$ cat config.mk
export PLATFORM = sky130hd
export DESIGN_NAME = tt_sweep_ctrl_flat
export DESIGN_NICKNAME = d
export VERILOG_FILES = /design/src/rtl/tt_sweep_ctrl_if.sv /design/src/rtl/tt_sweep_ctrl.sv /design/src/flat_wrapper.sv
export SDC_FILE = /design/constraint.sdc
export NUM_CORES = 1
export LEC_CHECK = 0
export ABC_AREA = 1
export BUFFER_PORTS_ARGS = -buffer_cell sky130_fd_sc_hd__buf_2
export CAP_MARGIN = 20
export CORE_AREA = 2 2 55 57
export CTS_BUF_LIST = sky130_fd_sc_hd__clkbuf_8
export DETAILED_ROUTE_END_ITERATION = 6
export DIE_AREA = 0 0 57 59
export PLACE_DENSITY = 0.76
export SLEW_MARGIN = 20
export SYNTH_ARGS = -nofsm -noshare
export SYNTH_HDL_FRONTEND = slang
export SYNTH_SLANG_ARGS = --single-unit
$ cat constraint.sdc
create_clock -name clk -period 2.1 [get_ports clk]
set_input_delay 0.42 -clock clk [delete_from_list [all_inputs] [get_ports clk]]
set_output_delay 0.42 -clock clk [all_outputs]
set_load 0.1 [all_outputs]
$ cat src/rtl/tt_sweep_ctrl_if.sv
// Stimulus/capture bundle between the truth-table sweep controller and its environment.
// master = controller side (drives vector and results), slave = bench/lab side.
interface tt_sweep_ctrl_if #(
  parameter int N_IN = 3
);
  logic                 start;
  logic                 abort;
  logic [N_IN-1:0]      abc_out;
  logic                 y_a;
  logic                 y_b;
  logic                 busy;
  logic                 done;
  logic [2**N_IN-1:0]   table_a;
  logic [2**N_IN-1:0]   table_b;
  logic                 mismatch;
  logic [N_IN-1:0]      mismatch_idx;

  modport master (
    input  start, abort, y_a, y_b,
    output abc_out, busy, done, table_a, table_b, mismatch, mismatch_idx
  );

  modport slave (
    output start, abort, y_a, y_b,
    input  abc_out, busy, done, table_a, table_b, mismatch, mismatch_idx
  );
endinterface

$ cat src/rtl/tt_sweep_ctrl.sv
// Sweeps every input vector into two implementations, captures both truth tables, flags the first mismatch.
// Done pulses 2**N_IN*(SETTLE_CYC+1) clocks after start; TT_STOP_ON_MISMATCH_EN ends the sweep at the first mismatch.
module tt_sweep_ctrl #(
  parameter int N_IN       = 3,
  parameter int SETTLE_CYC = 1
) (
  input  logic            clk,
  input  logic            reset,
  tt_sweep_ctrl_if.master bus
);
  localparam int TW = 2**N_IN;
  localparam int CW = (SETTLE_CYC > 1) ? $clog2(SETTLE_CYC) : 1;
  localparam logic [CW-1:0]   CNT_LAST = CW'(SETTLE_CYC - 1);
  localparam logic [N_IN-1:0] IDX_LAST = {N_IN{1'b1}};

  typedef enum logic [1:0] {S_IDLE, S_DRIVE, S_SAMPLE, S_DONE} state_t;

  state_t          state_q, state_d;
  logic [N_IN-1:0] idx_q, idx_d;
  logic [CW-1:0]   cnt_q, cnt_d;
  logic [N_IN-1:0] abc_q, abc_d;
  logic            busy_q, busy_d;
  logic            done_q, done_d;
  logic [TW-1:0]   tab_a_q, tab_a_d;
  logic [TW-1:0]   tab_b_q, tab_b_d;
  logic            mm_q, mm_d;
  logic [N_IN-1:0] mm_idx_q, mm_idx_d;
  logic            stop_early;

  always_comb begin
    state_d    = state_q;
    idx_d      = idx_q;
    cnt_d      = cnt_q;
    tab_a_d    = tab_a_q;
    tab_b_d    = tab_b_q;
    mm_d       = mm_q;
    mm_idx_d   = mm_idx_q;
    stop_early = 1'b0;

    case (state_q)
      S_IDLE: begin
        if (bus.start) begin
          state_d  = S_DRIVE;
          idx_d    = '0;
          cnt_d    = '0;
          tab_a_d  = '0;
          tab_b_d  = '0;
          mm_d     = 1'b0;
          mm_idx_d = '0;
        end
      end
      S_DRIVE: begin
        if (bus.abort) begin
          state_d = S_IDLE;
        end else if (cnt_q == CNT_LAST) begin
          state_d = S_SAMPLE;
        end else begin
          cnt_d = cnt_q + 1'b1;
        end
      end
      S_SAMPLE: begin
        // abort discards the pending capture entirely
        if (bus.abort) begin
          state_d = S_IDLE;
        end else begin
          tab_a_d[idx_q] = bus.y_a;
          tab_b_d[idx_q] = bus.y_b;
          if ((bus.y_a != bus.y_b) && !mm_q) begin
            mm_d     = 1'b1;
            mm_idx_d = idx_q;
`ifdef TT_STOP_ON_MISMATCH_EN
            stop_early = 1'b1;
`else
            stop_early = 1'b0;
`endif
          end
          if ((idx_q == IDX_LAST) || stop_early) begin
            state_d = S_DONE;
          end else begin
            idx_d   = idx_q + 1'b1;
            cnt_d   = '0;
            state_d = S_DRIVE;
          end
        end
      end
      S_DONE:  state_d = S_IDLE;
      default: state_d = S_IDLE;
    endcase

    // outputs are registered from the next-state view so they align with the state
    busy_d = (state_d == S_DRIVE) || (state_d == S_SAMPLE);
    done_d = (state_d == S_DONE);
    abc_d  = busy_d ? idx_d : '0;
  end

  always_ff @(posedge clk or posedge reset) begin
    if (reset) begin
      state_q  <= S_IDLE;
      idx_q    <= '0;
      cnt_q    <= '0;
      abc_q    <= '0;
      busy_q   <= 1'b0;
      done_q   <= 1'b0;
      tab_a_q  <= '0;
      tab_b_q  <= '0;
      mm_q     <= 1'b0;
      mm_idx_q <= '0;
    end else begin
      state_q  <= state_d;
      idx_q    <= idx_d;
      cnt_q    <= cnt_d;
      abc_q    <= abc_d;
      busy_q   <= busy_d;
      done_q   <= done_d;
      tab_a_q  <= tab_a_d;
      tab_b_q  <= tab_b_d;
      mm_q     <= mm_d;
      mm_idx_q <= mm_idx_d;
    end
  end

  assign bus.abc_out      = abc_q;
  assign bus.busy         = busy_q;
  assign bus.done         = done_q;
  assign bus.table_a      = tab_a_q;
  assign bus.table_b      = tab_b_q;
  assign bus.mismatch     = mm_q;
  assign bus.mismatch_idx = mm_idx_q;
endmodule
$ cat src/flat_wrapper.sv
// flat-port wrapper written by rule: the top's interface ports become plain ports
module tt_sweep_ctrl_flat 
#(
  parameter int N_IN       = 3,
  parameter int SETTLE_CYC = 1
)
  (clk, reset, bus_start, bus_abort, bus_y_a, bus_y_b, bus_abc_out, bus_busy, bus_done, bus_table_a, bus_table_b, bus_mismatch, bus_mismatch_idx);
  tt_sweep_ctrl_if #(.N_IN(N_IN)) bus_i ();
  input  logic clk;
  input  logic reset;
  input wire logic [$bits(bus_i.start)-1:0] bus_start;
  input wire logic [$bits(bus_i.abort)-1:0] bus_abort;
  input wire logic [$bits(bus_i.y_a)-1:0] bus_y_a;
  input wire logic [$bits(bus_i.y_b)-1:0] bus_y_b;
  output wire logic [$bits(bus_i.abc_out)-1:0] bus_abc_out;
  output wire logic [$bits(bus_i.busy)-1:0] bus_busy;
  output wire logic [$bits(bus_i.done)-1:0] bus_done;
  output wire logic [$bits(bus_i.table_a)-1:0] bus_table_a;
  output wire logic [$bits(bus_i.table_b)-1:0] bus_table_b;
  output wire logic [$bits(bus_i.mismatch)-1:0] bus_mismatch;
  output wire logic [$bits(bus_i.mismatch_idx)-1:0] bus_mismatch_idx;
  assign bus_i.start = bus_start;
  assign bus_i.abort = bus_abort;
  assign bus_i.y_a = bus_y_a;
  assign bus_i.y_b = bus_y_b;
  assign bus_abc_out = bus_i.abc_out;
  assign bus_busy = bus_i.busy;
  assign bus_done = bus_i.done;
  assign bus_table_a = bus_i.table_a;
  assign bus_table_b = bus_i.table_b;
  assign bus_mismatch = bus_i.mismatch;
  assign bus_mismatch_idx = bus_i.mismatch_idx;
  tt_sweep_ctrl #(.N_IN(N_IN), .SETTLE_CYC(SETTLE_CYC)) u_core (.clk(clk), .reset(reset), .bus(bus_i));
endmodule
==> summary.txt <==
Top_reg_cell synth - dfrtp_1
Slew @ Worst Pin - 0.485 ns
WS Path Type - reg2reg
Synth cell count leaders - nand2_1 (92), dfrtp_1 (30), inv_1 (21)
Antenna fix cells - 0
Overflow left after global routing - 0
Layout cells sized above 1 - 0.186
Final hold slack - 0.197 ns
First-pass GRT wire length - 4.62 mm
Pre-CTS setup slack - 0.486 ns
Max cap viols - 0
Top-area cell type share of the netlist area - 0.535
Post-synth cell types - 15
Seq cells post-synth - 30
Leakage - 1.11 nW
Syn_area_per_cell - 7.71 um2
Final Setup Violations - 0
Worst path slowest cell - dfrtp_1
Clock Skews - 0.00443 ns
R2r worst-path depth - 7
Sink Count - 30
1st-pass router iterations - 4
Skew-Pair Late Insertion Delay - 0.28 ns
Status - completed
Hold_buf cts - 0
Synthesized area - 1400 um2
Clk buf depth - 2
Post-Route WL - 2.68 mm
CP cell instances - ha_1, nand2_1, o21ai_0, and3_1, ha_1, inv_1, nor2_1
CTS tree - built
CP Capture Type - register
Syn Inst Count - 182
Largest stage delay on the critical path - 0.46 ns
Initial DRC count - 29
Period minus WS final - 1.61 ns
Per-cell routed wire length - 10.7 um
Pwr dens - 1090 nW/um2
Vias in the first global route - 1087
H-Tree Depth - 2
Final Net Count - 227
DR vias/cell - 4.72
Die height - 59 um
Via count - 1184
Worst-path clk slew - 0.06 ns
Share of flip-flops with an asynchronous set or reset - 1.00
CP max FO - 8
Fill count - 257
Multi-input logic area - 554 um2
Post-DP HPWL - 2.01 mm
Unrepaired setup endpoints after global routing - false
Initial Utilization - 0.518
Period Utilization, post-route - 0.768
Synth Warn # - 0
Die Span X - 57 um
TNS Setup - 0 ns
IO Port Bufs - 30
Critical Path Most Common Cell - ha_1
Synth Net Count - 190
Core area - 2710 um2
Leading cell type by number of instances after synthesis - nand2_1
Drc violations - 0
Worst vdd ir - 1120 uV
Leading area contributor after synthesis - dfrtp_1
FF+latch area - 751 um2
Initial antenna violation count - 0
Ports - 31
CP Data Arrival Time - 1.79 ns
Die area - 3360 um2
Post-CTS Setup Bufs - 0
Placer congestion estimate - 0.796
Gates resized, CTS repair - 0
Final Hold Vio Count - 0
Post-route ant nets - 0
Clock root buffer - clkbuf_8
Setup WS post-layout - 0.486 ns
Register area share after synthesis - 0.535
Area delta synth->final - 20.8%
Max-slew violation count - 0
Slew margin rel. - 0.679
Req. time, crit path - 2.28 ns
Largest net degree at the start of global routing - 31
Fmax - 620 MHz
Gr usage total - 0.188
TritonCTS buffer count - 5
Worst Hold Class - in2async
Post-synth EDFFs - 0
Worst setup SP type - register
# rows - 19
Area contributors post-synth - dfrtp_1 (54%), nand2_1 (25%), nand3_1 (6.1%), inv_1 (5.6%), nor2_1 (2.1%)
-- routing by layer --
layer | wire length (um) | part of all wire | vias up | GRT usage
met5 | 0 | 0 | - | 0
met4 | 54 | 0.020 | 0 | 0.0797
met3 | 134 | 0.050 | 5 | 0.0786
met2 | 1230 | 0.46 | 24 | 0.287
met1 | 1260 | 0.47 | 526 | 0.237
li1 | - | - | 629 | -
-- final cells by class --
| cell class | instances | area share |
|---|---|---|
| tap | 31 | 0.0229 |
| inverter | 23 | 0.0510 |
| clock buffer | 5 | 0.0406 |
| timing repair buffer | 31 | 0.0931 |
| multi-input combinational | 128 | 0.327 |
| clock inverter | 3 | 0.0222 |
| sequential | 30 | 0.443 |
-- flip-flops by register name (all words and copies together), names as in the netlist --
name                     count
u_core.bus.done              1
u_core.state_q               2
u_core.bus.table_b           8
u_core.idx_q                 3
u_core.bus.table_a           8
u_core.bus.mismatch          1
u_core.bus.busy              1
u_core.bus.abc_out           3
u_core.bus.mismatch_idx      3
-- worst paths after layout --
check | startpoint | to | slack [ns]
worst max-delay path | u_core.idx_q[0]$_DFF_PP0_ | u_core.bus.abc_out[2]$_DFF_PP0_ | 0.49
worst min-delay path | reset | u_core.bus.table_b[4]$_DFFE_PP0P_ | 0.20
worst max register to register | u_core.idx_q[0]$_DFF_PP0_ | u_core.bus.abc_out[2]$_DFF_PP0_ | 0.49
worst min register to register | u_core.bus.table_b[5]$_DFFE_PP0P_ | u_core.bus.table_b[5]$_DFFE_PP0P_ | 0.46
min in group clk | u_core.bus.table_b[5]$_DFFE_PP0P_ | u_core.bus.table_b[5]$_DFFE_PP0P_ | 0.46
max in group asynchronous | reset | u_core.bus.table_a[6]$_DFFE_PP0P_ | 1.63
-- cell families after synthesis --
logic type,synth area share
flops,0.535
simple gates,0.355
fa+ha+maj,0.0178
compound gates,0.0223
buf+inv,0.0696
-- metrics by stage --
stage                     area, um2  power (mW)  instances   util
after floorplan                1400        1.21        182      -
after global placement         1590        1.30        243  0.586
after detailed placement       1590        1.31        243  0.586
after CTS                      1690        1.87        251  0.625
after global routing           1690        1.95        251  0.625
final                          1690        1.85        251  0.625
-- worst max-delay path: cells and delay by family, from the launching register on --
family                   cells  cell delay [ns]
buffers and inverters        1             0.10
flip-flops                   1             0.46
adder cells (fa/ha/maj)      2             0.53
AND/OR/NAND/NOR              3             0.34
AO/OA/AOI/OAI                1             0.08
-- power breakdown --
group	internal, mW	switching (mW)	total (mW)
Clock	0.344	0.205	0.549
Sequential	0.632	0.0473	0.679
Combinational	0.115	0.502	0.617
-- layout by cell type, fill, tap and decap left out, drive strengths merged --
master,netlist,final
nand3b,1,1
clkbuf,0,5
and3,1,1
dfrtp,30,30
a21oi,2,2
nor2,8,8
buf,1,31
nand2,93,93
nand3,17,17
inv,23,25
ha,2,2
nand4,2,2
bufinv,0,1
o21ai,2,2
Power figures use the tool's default switching activity.
